===== config.mk =====
export PLATFORM = sky130hd
export DESIGN_NAME = load_sequencer
export DESIGN_NICKNAME = d
export VERILOG_FILES = /design/src/rtl/load_sequencer.sv
export SDC_FILE = /design/constraint.sdc
export NUM_CORES = 1
export LEC_CHECK = 0
export ABC_AREA = 1
export CORE_MARGIN = 1.5
export CORE_UTILIZATION = 40
export CTS_BUF_LIST = sky130_fd_sc_hd__clkbuf_2
export DETAILED_ROUTE_END_ITERATION = 10
export PLACE_DENSITY = 0.65
export SLEW_MARGIN = 20
export SYNTH_ARGS = -nofsm -noshare
export SYNTH_HDL_FRONTEND = slang
export SYNTH_SLANG_ARGS = --single-unit

===== constraint.sdc =====
create_clock -name clk -period 1.7 [get_ports clk]
set_clock_uncertainty 0.15 [all_clocks]
set_input_delay 0.51 -clock clk [delete_from_list [all_inputs] [get_ports clk]]
set_output_delay 0.51 -clock clk [all_outputs]
set_load 0.01 [all_outputs]

===== src/rtl/load_sequencer.sv =====
// Load-then-readout sequencer: pulses a load strobe per selected register, then
// presents each selected register on the readout mux for HOLD_CYCLES cycles.
module load_sequencer #(
  parameter int unsigned HOLD_CYCLES = 2
) (
  input  logic       clk,
  input  logic       reset,
  input  logic       start,
  input  logic [2:0] mask,
  input  logic       abort,
  output logic       ld_a,
  output logic       ld_b,
  output logic       ld_c,
  output logic [1:0] output_sel,
  output logic       out_valid,
  output logic       busy,
  output logic       done
);

  typedef enum logic [2:0] {
    StIdle, StLoadA, StLoadB, StLoadC, StShowA, StShowB, StShowC, StDone
  } state_e;

  localparam logic [3:0] HoldLast = 4'(HOLD_CYCLES - 1);

  state_e     state_q, state_d;
  logic [3:0] hold_q, hold_d;
  logic [2:0] mask_q, mask_d;

  function automatic state_e first_show(input logic [2:0] m);
    if (m[0])      return StShowA;
    else if (m[1]) return StShowB;
    else if (m[2]) return StShowC;
    else           return StDone;
  endfunction

  function automatic state_e first_load(input logic [2:0] m);
    if (m[0])      return StLoadA;
    else if (m[1]) return StLoadB;
    else if (m[2]) return StLoadC;
    else           return first_show(m);
  endfunction

  always_comb begin
    state_d = state_q;
    hold_d  = '0;
    mask_d  = mask_q;
    unique case (state_q)
      StIdle: begin
        if (start) begin
          mask_d  = mask;
          state_d = first_load(mask);
        end
      end
      StLoadA: state_d = mask_q[1] ? StLoadB : mask_q[2] ? StLoadC : first_show(mask_q);
      StLoadB: state_d = mask_q[2] ? StLoadC : first_show(mask_q);
      StLoadC: state_d = first_show(mask_q);
      StShowA, StShowB, StShowC: begin
        if (hold_q == HoldLast) begin
          if (state_q == StShowA)      state_d = mask_q[1] ? StShowB : mask_q[2] ? StShowC : StDone;
          else if (state_q == StShowB) state_d = mask_q[2] ? StShowC : StDone;
          else                         state_d = StDone;
        end else begin
          hold_d = hold_q + 4'd1;
        end
      end
      StDone: state_d = StIdle;
    endcase
    // Abort overrides whatever transition was computed above.
    if (abort && (state_q != StIdle)) begin
      state_d = StIdle;
      hold_d  = '0;
    end
  end

  always_ff @(posedge clk or posedge reset) begin
    if (reset) begin
      state_q <= StIdle;
      hold_q  <= '0;
      mask_q  <= '0;
    end else begin
      state_q <= state_d;
      hold_q  <= hold_d;
      mask_q  <= mask_d;
    end
  end

  // Outputs decode from state only, so reset takes effect on them immediately.
  always_comb begin
    ld_a       = 1'b0;
    ld_b       = 1'b0;
    ld_c       = 1'b0;
    output_sel = 2'b11;
    out_valid  = 1'b0;
    busy       = (state_q != StIdle);
    done       = 1'b0;
    case (state_q)
      StLoadA: ld_a = 1'b1;
      StLoadB: ld_b = 1'b1;
      StLoadC: ld_c = 1'b1;
      StShowA: begin output_sel = 2'b00; out_valid = 1'b1; end
      StShowB: begin output_sel = 2'b01; out_valid = 1'b1; end
      StShowC: begin output_sel = 2'b10; out_valid = 1'b1; end
      StDone:  done = 1'b1;
      default: ;
    endcase
  end

endmodule


==> After elaboration in Yosys (flattened, before gate mapping) <==
Cells that the tools add are included.
{ "classes": {"add_sub_neg": 1, "n_reduce_logical": 6, "eq_ne": 10, "mux": 27} }
{ "op_table": {"columns": ["operator", "count"], "rows": [
  ["3-bit two-way mux", 11],
  ["3-bit one-hot mux with 6 select lines", 1],
  ["3-bit == test (second input constant)", 4],
  ["4-bit two-way mux", 3],
  ["2-bit two-way mux", 5],
  ["3-bit by 2-bit == test with 1-bit output (second input constant)", 2],
  ["1-bit two-way mux", 6],
  ["2-bit one-hot mux with 3 select lines", 1],
  ["4-bit by 1-bit adder with 4-bit output (second input constant)", 1],
  ["4-bit by 1-bit == test with 1-bit output (second input constant)", 1],
  ["2-bit AND reduction", 2],
  ["3-bit by 1-bit == test with 1-bit output (second input constant)", 1],
  ["3-bit zero test", 1],
  ["3-bit by 1-bit != test with 1-bit output (second input constant)", 1],
  ["3-bit != test (second input constant)", 1],
  ["3-bit nonzero test", 1],
  ["3-bit OR reduction", 1],
  ["1-bit logical AND", 1]
]} }
{ "totals": {"register_bits": 10, "inputBits": 7, "out_inout_bits": 8, "word_cells": 47} }

==> Longest topological paths before layout <==
Gate-level depths: netlist of run 1.
{ "logic_depth": {"depth_word": 6, "ltp_mapped": 9, "depth_no_buf": 8} }

==> Worst setup path after synthesis of run 1 <==
OpenSTA, ideal clock, no wires.
{ "synth_path": {"path_type": "reg-to-output", "startpoint": "register state_q[1]", "endpoint": "output output_sel[0]", "path_buffers": 1, "stages_incl_launch_ff": 5, "slack_ns": 0.100, "arrival_time_ns": 0.940, "t_required_ns": 1.040, "path_cell_list": "dfrtp_1 > buf_6 > inv_1 > nand2_1 > o21ai_0"} }
{ "synth_between": {"elab_chain_cells": 2, "word_cells_on_any_way": 4, "classes_between": "eq/ne (3); mux (1)"} }
{ "synth_rtl": {"columns": ["element", "line", "rtl"], "rows": [
  ["start: declaration", "26", "state_e state_q, state_d;"],
  ["start signal: assignment", "78", "state_q <= StIdle;"],
  ["start signal: assignment", "82", "state_q <= state_d;"],
  ["3-bit == test", "97", "case (state_q)"],
  ["2-bit one-hot mux with 3 select lines *", "97", null],
  ["end: declaration", "14", "output logic [1:0] output_sel,"]
]} }
Every way passes the cells marked *; elsewhere a longest branch is shown, timed or not.

==> Worst setup path after layout of run 1 <==
Ends and elaborated chain as after synthesis.

==> flow_metrics.tcl, run 1 <==
set metrics [dict create \
    drive_gt1_share_pct 43.1 \
    drv_cap 0 \
    dpl-instance-area_um2 956 \
    multiInputGateArea_um2 452 \
    mostFrequentLayoutCells "nand2_1 (24), buf_4 (20), nor2_1 (13), buf_6 (13)" \
    end_kind "primary output" \
    setup_tns_ps -1600 \
    worstPathRequired_ps 1040 \
    diodes 0 \
    grt-ovfl-total 0 \
    synth_nets 106 \
    area_growth_pct 70.3 \
    cts_tree "built" \
    grt_use_total_pct 22.0 \
    grt_pass1_vias 771 \
    ys_seq_area_share_pct 36.0 \
    final_common_cell "nand2_1" \
    clock_sinks 10 \
    cts.clk_slew.worst_paths_ps 100 \
    pwr_density_cell_nw_per_um2 1900 \
    fmax_ghz 0.504 \
    num-fill-cells 116 \
    grt_max_degree 11 \
    drc_errors 0 \
    place_ws_ps -301 \
    final_cell_area_um2 1180 \
    drv_slew 0 \
    ios 15 \
    wl_per_cell_um 13.3 \
    postSynthCellCount 97 \
    rrSetupSlack_ps -70 \
    initialDrtViolationCount 15 \
    period_needed_ps 1980 \
    final_nets 154 \
    postRouteAntennaNets 0 \
    initial_core_util_pct 44.5 \
    drt_wl_total_mm 2.13 \
    die_y_um 44.7 \
    worstPathArrival_ps 1320 \
    die-area_um2 1990 \
    antenna_found_initial 0 \
    ctsHoldBuffers 0 \
    slew_headroom_pct 73.7 \
    tightest_slew_ps 394 \
    ys.warnings.count 0 \
    worst-setup-path-type "flop to primary output" \
    drtPass1Iterations 4 \
    fin_cells 160 \
    grt_pass1_wl_mm 3.21 \
    routabilityCongestion 0.802 \
    max-vdd-ir-drop_v 0.00104 \
    root_buffer "clkbuf_2" \
    rows 14 \
    fin_ws_ps -284 \
    coreArea_um2 1560 \
    hold_violations 0 \
    syn_area_um2 694 \
    fin_crit_sh_pct 117 \
    die_x_um 44.7 \
    syn_avg_cell_area_um2 7.16 \
    cts_buffer_depth 2 \
    grt_setup_unrepaired "true" \
    cellLeakagePower_uw 0.000622 \
    hpwl_mm 1.31 \
    min_path_type "flop to flop" \
    via_per_inst 5.08 \
    route.vias.total 812 \
    register_area_um2 253 \
    setup_viol 11 \
    status "complete, but fails checks" \
    path_max_fanout 3 \
    clock_latency_ps 250 \
    numCtsBuffers 3 \
    violations "negative setup slack" \
    placed_cells 141 \
    numPortBuffers 14 \
    synth.distinct_cells 21 \
    ys_ff_latch 10 \
    cts_max_level 1 \
    start_kind "flop" \
]
==> flip-flops by register name, summed over array words and instances (netlist names) <==
| name | cells |
|---|---|
| mask_q | 3 |
| hold_q | 4 |
| state_q | 3 |
==> cells by family (layout without fill, tap and decap cells) <==
group	count (synthesis)	after routing	synth area share, %
flip-flops	10	10	36.0
adder cells (fa/ha/maj)	2	2	3.60
buffers and inverters	13	60	8.11
AO/OA/AOI/OAI	8	8	7.75
XOR/XNOR	2	2	2.52
AND/OR/NAND/NOR	62	62	42.0
==> critical path: stages, from the launching register on <==
cell and delay, ps:
dfrtp_2 460, buf_6 130, buf_6 100, a21oi_4 140, o21ai_1 90, buf_2 140
==> synthesized netlist by cell type, drive strengths merged <==
master,number,area share (%)
nand2,30,19
nor2,17,9.6
o21ai,5,3.6
nand3,10,9.7
nand3b,1,1.1
a21oi,2,3.1
xnor2,1,1.3
o211ai,1,1.1
xor2,1,1.3
buf,1,1.6
ha,2,3.6
dfrtp,10,36
inv,12,6.5
nor3,4,2.9
==> layer usage <==
layer / track usage, % / share of wire [%] / up-vias
met3: 6.53 / 4.0 / 4
met4: 5.45 / 2.4 / 0
li1: - / - / 404
met1: 29.5 / 44 / 385
met5: 0 / 0 / -
met2: 34.5 / 50 / 19
==> report_power, final <==
part,internal [µW],switching [µW]
logic,834,865
registers,328,94.1
clock network,51.1,78.7
==> final cells by class <==
class	count	area share (%)
inverter	12	4.87
clock inverter	1	0.317
sequential	10	21.4
timing repair buffer	44	32.3
multi-input combinational	74	38.2
clock buffer	3	1.27
tap	16	1.69
==> timing repair <==
action / 4_1_cts / 5_1_grt
gates resized for setup: 47 / 24
buffers inserted: 10 / 5
pin swaps: 3 / 5
setup endpoints to repair: 8 / 14
==> path summary, 6_finish.rpt <==
kind / from / end / depth (start not counted)
max: state_q[1] / output_sel[0] / 5
min: hold_q[0] / hold_q[0] / 1
max in group asynchronous: reset / state_q[1] / 2
max reg2reg: state_q[1] / state_q[0] / 11
min in group asynchronous: reset / hold_q[2] / 2
min reg2reg: hold_q[0] / hold_q[0] / 1
==> through the flow <==
stage          power [µW]  hold slack, ps  util (%)
3_5_place_dp         1590             334      61.3
5_1_grt              2410             390      75.8
3_3_place_gp         1570             324      61.3
6_report             2250             343      75.8
4_1_cts              1910             346      67.4
2_1_floorplan        1080             200         -
Power figures use the tool's default switching activity.
==> inputs of run 2 (changes only) <==
--- a/config.mk
+++ b/config.mk
@@ -9,9 +9,9 @@
 export CORE_MARGIN = 1.5
 export CORE_UTILIZATION = 40
 export CTS_BUF_LIST = sky130_fd_sc_hd__clkbuf_2
+export CTS_CLUSTER_DIAMETER = 120
 export DETAILED_ROUTE_END_ITERATION = 10
 export PLACE_DENSITY = 0.65
-export SLEW_MARGIN = 20
 export SYNTH_ARGS = -nofsm -noshare
 export SYNTH_HDL_FRONTEND = slang
 export SYNTH_SLANG_ARGS = --single-unit
==> results of run 2 <==
Same layout as run 1: the final DEF is identical, and so are final timing and power.
